--- src/rtl/spiking_neuron_param_if.sv ---
// Configuration bus, synapse inputs and observation outputs of one neuron.
// master: addr_i, cmd_i, cmd_arg_i, in_i -> neuron; slave: out_o, potential_o, spike_count_o.
interface spiking_neuron_param_if #(
    parameter int FLOAT_WIDTH = 16,
    parameter int CMD_WIDTH   = 8,
    parameter int ADDR_WIDTH  = 8,
    parameter int NUM_INPUTS  = 4,
    parameter int ACC_WIDTH   = FLOAT_WIDTH + 4
);
    logic        [ADDR_WIDTH-1:0]  addr_i;
    logic        [CMD_WIDTH-1:0]   cmd_i;
    logic signed [FLOAT_WIDTH-1:0] cmd_arg_i;
    logic        [NUM_INPUTS-1:0]  in_i;
    logic                          out_o;
    logic signed [ACC_WIDTH-1:0]   potential_o;
    logic        [15:0]            spike_count_o;

    modport master (
        output addr_i, cmd_i, cmd_arg_i, in_i,
        input  out_o, potential_o, spike_count_o
    );

    modport slave (
        input  addr_i, cmd_i, cmd_arg_i, in_i,
        output out_o, potential_o, spike_count_o
    );
endinterface

--- src/rtl/spiking_neuron_param.sv ---
// Parametrised leaky integrate-and-fire neuron with addressed config bus.
// Ports: clk, rst (async, active high), nrn (slave: addr/cmd/arg/in -> out/potential/spike_count).
module spiking_neuron_param #(
    parameter int INT_WIDTH   = 8,
    parameter int FLOAT_WIDTH = 2 * INT_WIDTH,
    parameter int CMD_WIDTH   = 8,
    parameter int ADDR_WIDTH  = 8,
    parameter int NEURON_ADDR = 1,
    parameter int NUM_INPUTS  = 4,
    parameter int MAX_DELAY   = 15,
    parameter int ACC_WIDTH   = FLOAT_WIDTH + 4
) (
    input logic                   clk,
    input logic                   rst,
    spiking_neuron_param_if.slave nrn
);
    localparam int DT_W  = $clog2(MAX_DELAY + 1);
    // Headroom for V, its leak term, bias and every weight summed at once.
    localparam int SUM_W = ACC_WIDTH + $clog2(NUM_INPUTS + 2) + 2;

    localparam logic [CMD_WIDTH-1:0] CMD_NOP       = '0;
    localparam logic [CMD_WIDTH-1:0] CMD_SET_DT    = '1;
    localparam logic [CMD_WIDTH-1:0] CMD_SET_BIAS  = ~CMD_WIDTH'(1);
    localparam logic [CMD_WIDTH-1:0] CMD_CLEAR     = ~CMD_WIDTH'(2);
    localparam logic [CMD_WIDTH-1:0] CMD_SET_THR   = ~CMD_WIDTH'(5);
    localparam logic [CMD_WIDTH-1:0] CMD_SET_LEAK  = ~CMD_WIDTH'(6);
    localparam logic [CMD_WIDTH-1:0] CMD_SET_REFR  = ~CMD_WIDTH'(7);

    localparam logic signed [FLOAT_WIDTH-1:0] THR_RST =
        FLOAT_WIDTH'((2 ** INT_WIDTH) - 1);

    localparam logic signed [SUM_W-1:0] SAT_HI =
        {{(SUM_W - ACC_WIDTH + 1){1'b0}}, {(ACC_WIDTH - 1){1'b1}}};
    localparam logic signed [SUM_W-1:0] SAT_LO =
        {{(SUM_W - ACC_WIDTH + 1){1'b1}}, {(ACC_WIDTH - 1){1'b0}}};

    // Configuration registers
    logic signed [FLOAT_WIDTH-1:0] weight_q [NUM_INPUTS];
    logic signed [FLOAT_WIDTH-1:0] weight_d [NUM_INPUTS];
    logic signed [FLOAT_WIDTH-1:0] bias_q, bias_d;
    logic signed [FLOAT_WIDTH-1:0] thr_q, thr_d;
    logic        [3:0]             leak_q, leak_d;
    logic        [7:0]             refr_q, refr_d;
    logic        [DT_W-1:0]        dt_q, dt_d;

    // Dynamic state
    logic signed [ACC_WIDTH-1:0]   v_q, v_d;
    logic                          fire_q, fire_d;
    logic        [7:0]             rcnt_q, rcnt_d;
    logic        [15:0]            cnt_q, cnt_d;
    logic        [MAX_DELAY-1:0]   dly_q, dly_d;

    // Integration datapath
    logic signed [SUM_W-1:0]       v_ext;
    logic signed [SUM_W-1:0]       leak_term;
    logic signed [SUM_W-1:0]       syn_sum;
    logic signed [SUM_W-1:0]       v_full;
    logic signed [ACC_WIDTH-1:0]   v_sat;
    logic                          fire_cond;

    // Command decode
    logic                          sel;
    logic                          is_wt;
    logic        [DT_W-1:0]        dt_arg;

    // taps[0] is the undelayed fire flag, taps[k] is it delayed k cycles.
    logic        [MAX_DELAY:0]     taps;

    assign taps = {dly_q, fire_q};

    assign nrn.out_o         = taps[dt_q];
    assign nrn.potential_o   = v_q;
    assign nrn.spike_count_o = cnt_q;

    always_comb begin
        v_ext     = SUM_W'(v_q);
        leak_term = (leak_q != '0) ? (v_ext >>> leak_q) : '0;
        syn_sum   = SUM_W'(bias_q);
        for (int i = 0; i < NUM_INPUTS; i++) begin
            if (nrn.in_i[i]) begin
                syn_sum = syn_sum + SUM_W'(weight_q[i]);
            end
        end
        v_full = v_ext - leak_term + syn_sum;
        if (v_full > SAT_HI) begin
            v_sat = SAT_HI[ACC_WIDTH-1:0];
        end else if (v_full < SAT_LO) begin
            v_sat = SAT_LO[ACC_WIDTH-1:0];
        end else begin
            v_sat = v_full[ACC_WIDTH-1:0];
        end
        fire_cond = (v_sat >= ACC_WIDTH'(thr_q));
    end

    always_comb begin
        sel   = (nrn.addr_i == ADDR_WIDTH'(NEURON_ADDR));
        is_wt = (nrn.cmd_i != CMD_NOP) &&
                (nrn.cmd_i <= CMD_WIDTH'(NUM_INPUTS));
        if (nrn.cmd_arg_i[FLOAT_WIDTH-1]) begin
            dt_arg = '0;
        end else if ($unsigned(nrn.cmd_arg_i) > FLOAT_WIDTH'(MAX_DELAY)) begin
            dt_arg = DT_W'(MAX_DELAY);
        end else begin
            dt_arg = DT_W'(nrn.cmd_arg_i);
        end
    end

    always_comb begin
        weight_d = weight_q;
        bias_d   = bias_q;
        thr_d    = thr_q;
        leak_d   = leak_q;
        refr_d   = refr_q;
        dt_d     = dt_q;
        v_d      = v_q;
        fire_d   = 1'b0;
        rcnt_d   = rcnt_q;
        cnt_d    = cnt_q;
        dly_d    = taps[MAX_DELAY-1:0];

        if (rcnt_q != '0) begin
            rcnt_d = rcnt_q - 8'd1;
            v_d    = '0;
        end else if (fire_cond) begin
            v_d    = '0;
            fire_d = 1'b1;
            rcnt_d = refr_q;
            if (cnt_q != 16'hFFFF) begin
                cnt_d = cnt_q + 16'd1;
            end
        end else begin
            v_d = v_sat;
        end

        // Writes land after this edge, so integration above saw the old config.
        if (sel) begin
            unique case (1'b1)
                is_wt: begin
                    for (int i = 0; i < NUM_INPUTS; i++) begin
                        if (nrn.cmd_i == CMD_WIDTH'(i + 1)) begin
                            weight_d[i] = nrn.cmd_arg_i;
                        end
                    end
                end
                (nrn.cmd_i == CMD_SET_DT): begin
                    dt_d  = dt_arg;
                    dly_d = '0;
                end
                (nrn.cmd_i == CMD_SET_BIAS): bias_d = nrn.cmd_arg_i;
                (nrn.cmd_i == CMD_CLEAR): begin
                    // Overrides a fire decided on this same edge.
                    v_d    = '0;
                    rcnt_d = '0;
                    dly_d  = '0;
                    fire_d = 1'b0;
                    cnt_d  = '0;
                end
                (nrn.cmd_i == CMD_SET_THR):  thr_d  = nrn.cmd_arg_i;
                (nrn.cmd_i == CMD_SET_LEAK): leak_d = nrn.cmd_arg_i[3:0];
                (nrn.cmd_i == CMD_SET_REFR): refr_d = nrn.cmd_arg_i[7:0];
                default: ;
            endcase
        end
    end

    always_ff @(posedge clk or posedge rst) begin
        if (rst) begin
            for (int i = 0; i < NUM_INPUTS; i++) begin
                weight_q[i] <= '0;
            end
            bias_q <= '0;
            thr_q  <= THR_RST;
            leak_q <= '0;
            refr_q <= '0;
            dt_q   <= '0;
            v_q    <= '0;
            fire_q <= 1'b0;
            rcnt_q <= '0;
            cnt_q  <= '0;
            dly_q  <= '0;
        end else begin
            weight_q <= weight_d;
            bias_q   <= bias_d;
            thr_q    <= thr_d;
            leak_q   <= leak_d;
            refr_q   <= refr_d;
            dt_q     <= dt_d;
            v_q      <= v_d;
            fire_q   <= fire_d;
            rcnt_q   <= rcnt_d;
            cnt_q    <= cnt_d;
            dly_q    <= dly_d;
        end
    end
endmodule

--- src/flat_wrapper.sv ---
// flat-port wrapper written by rule: the top's interface ports become plain ports
module spiking_neuron_param_flat 
#(
    parameter int INT_WIDTH   = 8,
    parameter int FLOAT_WIDTH = 2 * INT_WIDTH,
    parameter int CMD_WIDTH   = 8,
    parameter int ADDR_WIDTH  = 8,
    parameter int NEURON_ADDR = 1,
    parameter int NUM_INPUTS  = 4,
    parameter int MAX_DELAY   = 15,
    parameter int ACC_WIDTH   = FLOAT_WIDTH + 4
)
  (clk, rst, nrn_addr_i, nrn_cmd_i, nrn_cmd_arg_i, nrn_in_i, nrn_out_o, nrn_potential_o, nrn_spike_count_o);
  spiking_neuron_param_if #(.FLOAT_WIDTH(FLOAT_WIDTH), .CMD_WIDTH(CMD_WIDTH), .ADDR_WIDTH(ADDR_WIDTH), .NUM_INPUTS(NUM_INPUTS), .ACC_WIDTH(ACC_WIDTH)) nrn_i ();
  input logic clk;
  input logic rst;
  input wire logic [$bits(nrn_i.addr_i)-1:0] nrn_addr_i;
  input wire logic [$bits(nrn_i.cmd_i)-1:0] nrn_cmd_i;
  input wire logic [$bits(nrn_i.cmd_arg_i)-1:0] nrn_cmd_arg_i;
  input wire logic [$bits(nrn_i.in_i)-1:0] nrn_in_i;
  output wire logic [$bits(nrn_i.out_o)-1:0] nrn_out_o;
  output wire logic [$bits(nrn_i.potential_o)-1:0] nrn_potential_o;
  output wire logic [$bits(nrn_i.spike_count_o)-1:0] nrn_spike_count_o;
  assign nrn_i.addr_i = nrn_addr_i;
  assign nrn_i.cmd_i = nrn_cmd_i;
  assign nrn_i.cmd_arg_i = nrn_cmd_arg_i;
  assign nrn_i.in_i = nrn_in_i;
  assign nrn_out_o = nrn_i.out_o;
  assign nrn_potential_o = nrn_i.potential_o;
  assign nrn_spike_count_o = nrn_i.spike_count_o;
  spiking_neuron_param #(.INT_WIDTH(INT_WIDTH), .FLOAT_WIDTH(FLOAT_WIDTH), .CMD_WIDTH(CMD_WIDTH), .ADDR_WIDTH(ADDR_WIDTH), .NEURON_ADDR(NEURON_ADDR), .NUM_INPUTS(NUM_INPUTS), .MAX_DELAY(MAX_DELAY), .ACC_WIDTH(ACC_WIDTH)) u_core (.clk(clk), .rst(rst), .nrn(nrn_i));
endmodule
--- config.mk ---
export PLATFORM = sky130hd
export DESIGN_NAME = spiking_neuron_param_flat
export DESIGN_NICKNAME = d
export VERILOG_FILES = /design/src/rtl/spiking_neuron_param_if.sv /design/src/rtl/spiking_neuron_param.sv /design/src/flat_wrapper.sv
export SDC_FILE = /design/constraint.sdc
export NUM_CORES = 1
export LEC_CHECK = 0
export ABC_CLOCK_PERIOD_IN_PS = 14200
export BUFFER_PORTS_ARGS = -buffer_cell sky130_fd_sc_hd__buf_2
export CAP_MARGIN = 20
export CORE_MARGIN = 2
export CORE_UTILIZATION = 48
export DETAILED_ROUTE_END_ITERATION = 6
export GPL_TIMING_DRIVEN = 0
export SYNTH_ARGS = -nofsm -noshare
export SYNTH_HDL_FRONTEND = slang
export SYNTH_SLANG_ARGS = --single-unit
--- constraint.sdc ---
create_clock -name clk -period 14.2 [get_ports clk]
set_input_delay 1.42 -clock clk [delete_from_list [all_inputs] [get_ports clk]]
set_output_delay 1.42 -clock clk [all_outputs]
set_load 0.03 [all_outputs]
==> results of run 1 <==
==> placed cells by master (no fill, tap or decap), types with 47 or more instances in the layout <==
master	Yosys	final
dfrtp_1	164	164
nand2_1	135	135
a21oi_1	140	133
ha_1	135	133
mux2_2	126	126
o21ai_0	121	117
nor2_1	105	103
inv_1	83	82
buf_2	2	72
xnor2_1	52	52
a21o_1	47	47
==> area by class of cell <==
| type | count | area (um^2) |
|---|---|---|
| Clock buffer | 24 | 491.7 |
| Buffer | 56 | 240.2 |
| Fill cell | 2905 | 14470 |
| Sequential cell | 172 | 4314 |
| Clock inverter | 8 | 105.1 |
| Tap cell | 402 | 503.0 |
| Multi-Input combinational cell | 1366 | 10420 |
| Timing Repair Buffer | 81 | 452.9 |
| Inverter | 84 | 322.8 |
==> routing by layer <==
| layer | wire length (um) | up-vias | global-route usage |
|---|---|---|---|
| met5 | 0 | - | 0 |
| met4 | 661 | 0 | 0.06569 |
| met3 | 1511 | 35 | 0.02928 |
| met2 | 18370 | 257 | 0.3977 |
| met1 | 19880 | 6265 | 0.3645 |
| li1 | - | 6319 | - |
==> sequential cells by signal, indices dropped and copies added (netlist names) <==
| register | cells |
|---|---|
| u_core.weight_q | 64 |
| u_core.nrn.potential_o | 20 |
| u_core.bias_q | 16 |
| u_core.nrn.spike_count_o | 16 |
| u_core.thr_q | 16 |
| u_core.dly_q | 15 |
| u_core.rcnt_q | 8 |
| u_core.refr_q | 8 |
| u_core.dt_q | 4 |
| u_core.leak_q | 4 |
| u_core.fire_q | 1 |
==> logic make-up after synthesis <==
| family | synth area share |
|---|---|
| buffers and inverters | 0.03612 |
| multiplexers | 0.1199 |
| AND/OR/NAND/NOR | 0.1525 |
| flip-flops | 0.2850 |
| AO/OA/AOI/OAI | 0.2042 |
| XOR/XNOR | 0.05365 |
| adder cells (fa/ha/maj) | 0.1486 |
==> how the worst max path moves through the flow <==
stage | end | depth (start not counted) | slack, ns
floorplan | u_core.nrn.spike_count_o[7] | 60 | 0.91
global placement | u_core.nrn.potential_o[10] | 62 | -1.66
detailed placement | u_core.nrn.potential_o[17] | 62 | -1.82
CTS | u_core.nrn.potential_o[17] | 60 | 0.03
global route | u_core.nrn.spike_count_o[9] | 64 | 0.04
finish | u_core.nrn.spike_count_o[11] | 63 | 0.76
==> per-stage QoR <==
stage	setup TNS (ns)	utilization	hold WS, ns
after CTS	0	0.5327	0.4805
after floorplan	0	-	0.4477
after detailed placement	-62.50	0.5120	0.4640
final	0	0.5380	0.4681
after global placement	-55.52	0.5106	0.4607
after global routing	0	0.5380	0.5033
==> timing repair <==
action	4_1_cts	5_1_grt
hold buffers	0	0
gates resized for setup	13	31
pin swaps	1	10
setup buffers	1	8
setup endpoints to repair	45	45
cloned	0	0
==> power groups by stage <==
stage / sequential [W] / clock [W] / combinational, W
finish: 0.000522 / 0.000482 / 0.000441
global route: 0.000524 / 0.000510 / 0.000490
CTS: 0.000521 / 0.000494 / 0.000423
detailed placement: 0.000530 / 0 / 0.000414
global placement: 0.000530 / 0 / 0.000406
floorplan: 0.000533 / 0 / 0.000303
==> run summary, run 1 <==
RR Endpoint - u_core.nrn.spike_count_o[11]
Seq/Total Area, Yosys - 0.2850
share of the synthesized area in the top cell type - 0.2711
clock slew at reported path FFs - 0.07 ns
CP dominant cell by count - a21o_1
final-report max-slew violation count - 0
via count - 12876
Reg power frac - 0.361
DR pass1 iterations - 7
first-pass GRT wire length - 65.97 mm
Max VDD drop - 0.1236 mV
Post-Place Setup Slack - -1.824 ns
reg2reg start - u_core.bias_q[1]
vias per cell - 5.871
Setup WS post-layout - 0.7567 ns
Clock Skew - 0.01227 ns
FF-to-FF path depth - 63
critical path arrival - 13.80 ns
dpl hpwl - 31.60 mm
Hold WC Path Type - reg2reg
Cells after DPL - 2153
CTS sink cnt - 172
worst reg-to-reg setup slack - 0.84 ns
Commonest cells post-synth - 164 x dfrtp_1, 140 x a21oi_1, 135 x ha_1, 135 x nand2_1, 126 x mux2_2
asr flop ratio synth - 1.000
combinational share of power - 0.305
Netlist cell types - 87
width of the chip - 181.6 um
critical path's largest stage delay - 0.55 ns
Max FO, Critical Path - 10
setup violators final - 0
WS Path Type - in2reg
worst hold endpoint - u_core.dly_q[11]
largest net degree at the start of global routing - 90
IO Pins - 75
root buffer cell - clkbuf_16
CTS max path bufs - 2
Post-synth EDFFs - 0
largest cells by area after synthesis - dfrtp_1 27%, ha_1 11%, mux2_2 9.4%, a21oi_1 4.6%, o21ai_0 4.0%
Pwr per Cell Area - 85.73 mW/mm^2
vias in the first global route - 12463
Syn Inst Count - 1679
Port-buffer cells - 70
share of cells above drive strength 1 - 0.1759
CTS tree - built
hold depth - 1
Tcrit/Tclk final - 0.9467
wire per inst - 18.44 um
critical path launch point type - input port
Layout area overhead - 11.29%
DRT iter0 DRCs - 836
Fmax - 74.39 MHz
Area after DPL - 0.01603 mm^2
Setup crit end kind - register
total chip power - 0.001444 W
global route overflow - 0
count leader, synth - dfrtp_1
Post-Syn Area per Cell - 9.015 um^2
Buf+Inv Stages, Crit Path - 8
min-delay src - u_core.dly_q[10]
top_reg_cell synth - dfrtp_1
count of nets after finishing - 1979
Pleak - 8.175 nW
Placeable Area - 0.03131 mm^2
Sw Pwr - 0.0004838 W
die height - 181.6 um
clk_lat worst skew - 0.44 ns
crit-path leading delay family - compound AO/OA/AOI/OAI gates
Syn. warnings - 0
Hold Vio Cnt, Final - 0
Slew Limit Headroom - 0.3476
Slowest-stage cell, CP - or4b_4
cell area after layout - 0.01684 mm^2
number of diodes - 0
GPL Wtd Cong - 0.9349
die area - 0.03297 mm^2
power share of the clock group - 0.334
antenna violations before repair - 0
H-tree depth - 4
GRT Total Usage - 0.2510
post-route ant nets - 0
DRC - 0
Final Critical Period - 13.44 ns
Yosys reg bits - 172
Num CTS Buffers - 17
Synth area leader - dfrtp_1
Least-Margin Pin Slew - 0.9750 ns
post-synth design cell area - 0.01514 mm^2
internal power - 0.0009603 W
Starting Density - 0.4834
Core Rows - 65
DRT Wirelength - 40.43 mm
worst setup path startpoint - nrn_in_i[0]
Synth Net Count - 1880
run status - complete, no violations
max-cap violations - 0
switch share - 0.3350
Post-Layout Cell Count - 2193
Data required, critical path - 14.55 ns
RSZ-0062 raised after global routing - false
(Power assumes the default switching activity.)
==> run 2: changes to the inputs <==
--- a/config.mk
+++ b/config.mk
@@ -11,7 +11,6 @@
 export CORE_MARGIN = 2
 export CORE_UTILIZATION = 48
 export DETAILED_ROUTE_END_ITERATION = 6
-export GPL_TIMING_DRIVEN = 0
 export SYNTH_ARGS = -nofsm -noshare
 export SYNTH_HDL_FRONTEND = slang
 export SYNTH_SLANG_ARGS = --single-unit
==> run 2 against run 1 <==
  * Die area did not move
  * Cell count fell by 2.2%
  * First-iteration DRC count fell by 4.9%
  * Sequential share of layout area rose by 0.42 points
  * Setup slack improved by 0.22 ns
  * Core utilization fell by 0.87 points
  * Global-route usage fell by 1.3 points
  * Total power fell by 1.9%
  * Non-clock buffer count fell by 48
  * Sequential power barely moved
  * Worst hold slack improved by 0.0093 ns
  * Critical endpoint is now u_core.nrn.potential_o[4]
  * Largest power group unchanged
  * Highest routed layer unchanged
==> run summary, run 2 (synthesis gave the netlist of run 1 again) <==
Global Route met1 Usage - 0.3324 (-0.03209)
commonest non-fill, non-tap cells in the layout - 164 x dfrtp_1, 138 x a21oi_1, 135 x nand2_1
Pleak - 8.104 nW (-0.87%)
CTS tree - built
largest net degree at the start of global routing - 98 (+8.9%)
DRC - 0 (unchanged)
crit-path leading delay family - compound AO/OA/AOI/OAI gates
vias per cell - 5.861 (-0.18%)
Placeable Area - 0.03131 mm^2 (unchanged)
Hold Vio Cnt, Final - 0 (unchanged)
DR pass1 iterations - 5 (-2)
Tcrit/Tclk final - 0.9309 (-0.01578)
Port-buffer cells - 74 (+5.7%)
IO Pins - 75 (unchanged)
CP Depth - 57 (-9.5%)
global route overflow - 0 (unchanged)
most common cell after layout, fill and taps aside - dfrtp_1
cell area after layout - 0.01657 mm^2 (-1.6%)
critical path's largest stage delay - 0.57 ns (+0.02 ns)
critical path arrival - 13.56 ns (-0.24 ns)
final-report max-slew violation count - 0 (unchanged)
run status - complete, no violations
clock slew at reported path FFs - 0.06 ns (about the same)
Setup crit end kind - register
Layout area overhead - 9.490%
setup violators final - 0 (unchanged)
Buf+Inv Stages, Crit Path - 3 (-5)
Area after DPL - 0.01589 mm^2 (-0.91%)
Clock Skew - 0.01062 ns (-0.001656 ns)
DRT Wirelength - 38.22 mm (-5.5%)
DRT iter0 DRCs - 795 (-4.9%)
Sw Pwr - 0.0004748 W (-1.9%)
met2 Usage GRT - 0.3874 (-0.01027)
critical path launch point type - input port
root buffer cell - clkbuf_16
Data required, critical path - 14.54 ns (about the same)
Top reg by flops - u_core.weight_q
GRT busiest layer - met2
Max VDD drop - 0.08065 mV (-35%)
Least-Margin Pin Slew - 1.073 ns (+0.09821 ns)
first-pass GRT wire length - 63.47 mm (-3.8%)
Slew Limit Headroom - 0.2845 (-0.06307)
count of nets after finishing - 1931 (-2.4%)
dpl hpwl - 29.50 mm (-6.7%)
share of cells above drive strength 1 - 0.1761 (+0.0002537)
CTS max path bufs - 2 (unchanged)
power share of the clock group - 0.333 (about the same)
GRT met3 Usage - 0.03008 (+0.0008022)
die area - 0.03297 mm^2 (unchanged)
hold depth - 1 (unchanged)
Starting Density - 0.4834 (unchanged)
Pwr per Cell Area - 85.50 mW/mm^2 (-0.27%)
antenna violations before repair - 0 (unchanged)
clk_lat worst skew - 0.43 ns (about the same)
number of diodes - 0 (unchanged)
wire per inst - 17.82 um (-3.3%)
fill count - 2969 (+2.2%)
internal power - 0.0009421 W (-1.9%)
Slowest-stage cell, CP - or4b_4
FF-to-FF path depth - 60 (-4.8%)
via count - 12572 (-2.4%)
switch share - 0.3351 (about the same)
die height - 181.6 um (unchanged)
width of the chip - 181.6 um (unchanged)
Reg power frac - 0.368 (+0.007)
combinational share of power - 0.299 (-0.006)
Num CTS Buffers - 17 (unchanged)
Final Critical Period - 13.22 ns (-0.2241 ns)
GPL Wtd Cong - 0.8921 (-4.6%)
WS Path Type - in2reg
H-tree depth - 4 (unchanged)
GRT Total Usage - 0.2381 (-0.01284)
Fmax - 75.65 MHz (+1.7%)
max reg flops - 64 (unchanged)
vias in the first global route - 12149 (-2.5%)
Max FO, Critical Path - 19 (+9)
max-cap violations - 0 (unchanged)
total chip power - 0.001417 W (-1.9%)
Core Rows - 65 (unchanged)
Hold WC Path Type - reg2reg
post-route ant nets - 0 (unchanged)
CTS sink cnt - 172 (unchanged)
[run 2: cell types whose count changed in the layout (fill, tap and decap cells not counted), moves of 3 or more]
cell	before	now
buf_1	6	0
buf_2	72	75
a21oi_2	7	3
a21oi_1	133	138
clkbuf_1	46	2
[run 2: metal layers]
layer / vias up / share of wire / routed length, um
met2: 248 / 0.46 / 17730
met1: 6065 / 0.48 / 18240
li1: 6206 / - / -
met3: 53 / 0.036 / 1376
met4: 0 / 0.023 / 877
met5: - / 0 / 0
[run 2: power groups by stage]
stage | clock network, W | logic, W | registers (W)
2_1_floorplan | 0 | 0.000303 | 0.000533
3_3_place_gp | 0 | 0.000402 | 0.000530
3_5_place_dp | 0 | 0.000409 | 0.000530
4_1_cts | 0.000485 | 0.000413 | 0.000521
5_1_grt | 0.000504 | 0.000474 | 0.000523
6_report | 0.000472 | 0.000423 | 0.000521
[run 2: final cells by class]
class                           instances  area (um^2)  area share
Clock buffer                           21        460.4     0.02778
Clock inverter                         11        133.9    0.008079
Inverter                               84        320.3     0.01933
Multi-Input combinational cell       1366        10340      0.6242
Sequential cell                       172         4314      0.2603
Tap cell                              402        503.0     0.03035
Timing Repair Buffer                   89        496.7     0.02997
[run 2: worst paths after layout]
kind	from	endpoint	slack, ns
worst min-delay path	u_core.dly_q[2]	u_core.dly_q[3]	0.48
min in group asynchronous	rst	u_core.fire_q	1.13
worst max-delay path	nrn_in_i[0]	u_core.nrn.potential_o[4]	0.98
worst min register to register	u_core.dly_q[2]	u_core.dly_q[3]	0.48
max in group asynchronous	rst	u_core.thr_q[5]	11.76
worst max register to register	u_core.bias_q[1]	u_core.nrn.potential_o[4]	1.05
[run 2: repair_timing]
| action | CTS | global route |
|---|---|---|
| setup endpoints to repair | 0 | 43 |
| hold buffers | 0 | 0 |
| buffers inserted | 0 | 1 |
| gates resized for setup | 0 | 18 |
[run 2: per-stage QoR]
stage,setup slack [ns],TNS (ns),cells,utilization,hold slack [ns]
floorplan,0.9059,0,1679,-,0.4477
global placement,0.5225,0,2109,0.5069,0.4614
detailed placement,0.1424,0,2111,0.5074,0.4667
CTS,0.5411,0,2143,0.5264,0.4838
global route,-0.04422,-0.1481,2145,0.5293,0.4972
finish,0.9808,0,2145,0.5293,0.4774
==> run 3: changes to the inputs <==
--- a/config.mk
+++ b/config.mk
@@ -8,9 +8,11 @@
 export ABC_CLOCK_PERIOD_IN_PS = 14200
 export BUFFER_PORTS_ARGS = -buffer_cell sky130_fd_sc_hd__buf_2
 export CAP_MARGIN = 20
+export CORE_ASPECT_RATIO = 1.75
 export CORE_MARGIN = 2
 export CORE_UTILIZATION = 48
 export DETAILED_ROUTE_END_ITERATION = 6
+export REMOVE_ABC_BUFFERS = 1
 export SYNTH_ARGS = -nofsm -noshare
 export SYNTH_HDL_FRONTEND = slang
 export SYNTH_SLANG_ARGS = --single-unit
==> run 3 against run 2 <==
  * Cell count decreased by 0.28%
  * Combinational power decreased by 0.9%
  * Setup slack improved by 0.10 ns
  * First-iteration DRC count decreased by 21%
  * Clock skew increased by 0.0053 ns
  * Critical path type is now reg2reg
  * Largest cell class unchanged
==> run summary, run 3 (synthesis gave the netlist of run 1 again) <==
met2 Usage GRT - 0.4503 (+0.06291)
DRT iter0 DRCs - 627 (-21%)
Final Critical Period - 13.11 ns (-0.1050 ns)
commonest non-fill, non-tap cells in the layout - 164 x dfrtp_1, 140 x a21oi_1, 135 x nand2_1, 135 x ha_1, 126 x mux2_2
Buf+Inv Stages, Crit Path - 2 (-1)
switch share - 0.3357 (+0.0005653)
Placeable Area - 0.03131 mm^2 (about the same)
worst setup path startpoint - u_core.bias_q[1]
Setup crit end kind - register
RSZ-0062 raised after global routing - true
GRT met3 Usage - 0.02905 (-0.001038)
combinational share of power - 0.298 (about the same)
Hold WC Path Type - reg2reg
Port-buffer cells - 74 (unchanged)
power share of the clock group - 0.332 (about the same)
clk_lat worst skew - 0.44 ns (about the same)
final-report max-slew violation count - 0 (unchanged)
run status - complete, no violations
width of the chip - 138.2 um (-24%)
Layout area overhead - 8.978%
DRT Wirelength - 39.81 mm (+4.2%)
Hold Vio Cnt, Final - 0 (unchanged)
CP dominant cell by count - a21oi_1
worst hold endpoint - u_core.dly_q[7]
Least-Margin Pin Slew - 1.056 ns (-0.01697 ns)
GRT Total Usage - 0.2446 (+0.006443)
vias in the first global route - 12435 (+2.4%)
CTS max path bufs - 2 (unchanged)
Slowest-stage cell, CP - or4b_4
Cells after DPL - 2105 (-0.28%)
critical path's largest stage delay - 0.54 ns (-0.03 ns)
dpl hpwl - 30.99 mm (+5.1%)
Sw Pwr - 0.0004729 W (-0.40%)
critical path arrival - 13.47 ns (-0.09 ns)
global route overflow - 0 (unchanged)
max-cap violations - 0 (unchanged)
worst reg-to-reg setup slack - 1.09 ns (+0.04 ns)
Data required, critical path - 14.55 ns (about the same)
reg2reg start - u_core.bias_q[1]
DR pass1 iterations - 5 (unchanged)
WHS - 0.4811 ns (+0.003700 ns)
Num CTS Buffers - 17 (unchanged)
Max FO, Critical Path - 19 (unchanged)
GPL Wtd Cong - 0.9185 (+3.0%)
antenna violations before repair - 0 (unchanged)
H-tree depth - 4 (unchanged)
CTS tree - built
crit-path leading delay family - compound AO/OA/AOI/OAI gates
WS Path Type - reg2reg
vias per cell - 5.924 (+1.1%)
post-route ant nets - 0 (unchanged)
cts hold-fix bufs - 0 (unchanged)
Reg power frac - 0.371 (+0.003)
FF-to-FF path depth - 61 (+1.7%)
die area - 0.03303 mm^2 (+0.17%)
most common cell after layout, fill and taps aside - dfrtp_1
Core Rows - 86 (+32%)
first-pass GRT wire length - 64.56 mm (+1.7%)
Tcrit/Tclk final - 0.9235 (-0.007391)
Fmax - 76.25 MHz (+0.80%)
Clock Skew - 0.01593 ns (+0.005310 ns)
root buffer cell - clkbuf_16
Pwr per Cell Area - 85.41 mW/mm^2 (-0.10%)
die height - 238.9 um (+32%)
largest net degree at the start of global routing - 98 (unchanged)
Final Util - 0.5268 (-0.002499)
IO Pins - 75 (unchanged)
Max VDD drop - 0.09583 mV (+19%)
Starting Density - 0.4834 (about the same)
Slew Limit Headroom - 0.2958 (+0.01131)
wire per inst - 18.61 um (+4.4%)
via count - 12672 (+0.80%)
GRT busiest layer - met2
Pleak - 8.100 nW (about the same)
max reg flops - 64 (unchanged)
number of diodes - 0 (unchanged)
count of nets after finishing - 1932 (+0.052%)
Post-Layout Cell Count - 2139 (-0.28%)
Global Route met1 Usage - 0.2761 (-0.05625)
Top reg by flops - u_core.weight_q
internal power - 0.0009359 W (-0.65%)
CTS sink cnt - 172 (unchanged)
critical path launch point type - register
hold depth - 1 (unchanged)
DRC - 0 (unchanged)
RR Endpoint - u_core.nrn.potential_o[0]
clock slew at reported path FFs - 0.07 ns (about the same)
fill count - 2901 (-2.3%)
setup violators final - 0 (unchanged)
min-delay src - u_core.dly_q[6]
share of cells above drive strength 1 - 0.1704 (-0.005737)
==> run 3: stage by stage <==
stage	instance area, um^2	total power (W)	setup TNS, ns	worst slack [ns]
finish	16490	0.001409	0	1.086
global route	16490	0.001489	-0.004796	-0.004796
CTS	16460	0.001418	0	0.8439
detailed placement	15880	0.0009444	0	0.5383
global placement	15880	0.0009393	0	0.7733
floorplan	14900	0.0008252	0	1.756
==> run 3: worst max path at each step <==
stage	endpoint	slack (ns)	cells past startpoint
detailed placement	u_core.nrn.potential_o[0]	0.54	55
finish	u_core.nrn.potential_o[0]	1.09	61
CTS	u_core.nrn.potential_o[0]	0.84	56
global placement	u_core.nrn.potential_o[15]	0.77	55
floorplan	u_core.nrn.spike_count_o[7]	1.76	54
global route	u_core.nrn.potential_o[6]	-0.005	60
==> run 3: routing by layer <==
layer / part of all wire / vias to the layer above
li1: - / 6216
met1: 0.40 / 6091
met2: 0.52 / 278
met3: 0.025 / 87
met4: 0.051 / 0
met5: 0 / -
==> run 3: area by class of cell <==
cell class | instances | area (um^2) | share of cell area
Clock inverter | 9 | 112.6 | 0.006827
Timing Repair Buffer | 90 | 490.5 | 0.02974
Inverter | 84 | 320.3 | 0.01942
Clock buffer | 22 | 464.2 | 0.02814
Multi-Input combinational cell | 1366 | 10300 | 0.6243
Tap cell | 396 | 495.5 | 0.03004
Sequential cell | 172 | 4314 | 0.2615
==> run 3: timing repair <==
| action | 4_1_cts | 5_1_grt |
|---|---|---|
| hold endpoints to repair | 0 | 0 |
| gates resized for setup | 0 | 5 |
| endpoints found under the setup margin | 0 | 26 |
| buffers inserted | 0 | 2 |
==> run 3: worst reg2reg max path, delay by kind of cell, from the launching register on <==
| kind | cells | cell delay (ns) |
|---|---|---|
| adder cells (fa/ha/maj) | 7 | 2.34 |
| XOR/XNOR | 4 | 0.44 |
| buffers and inverters | 2 | 0.33 |
| AND/OR/NAND/NOR | 13 | 2.48 |
| flip-flops | 1 | 0.44 |
| AO/OA/AOI/OAI | 31 | 5.91 |
| multiplexers | 4 | 1.13 |
==> run 3: power by group through the flow <==
stage	sequential, W	combinational, W	clock, W
final	0.000522	0.000419	0.000467
after global routing	0.000524	0.000468	0.000498
after CTS	0.000522	0.000418	0.000478
after detailed placement	0.000530	0.000414	0
after global placement	0.000530	0.000409	0
after floorplan	0.000533	0.000292	0
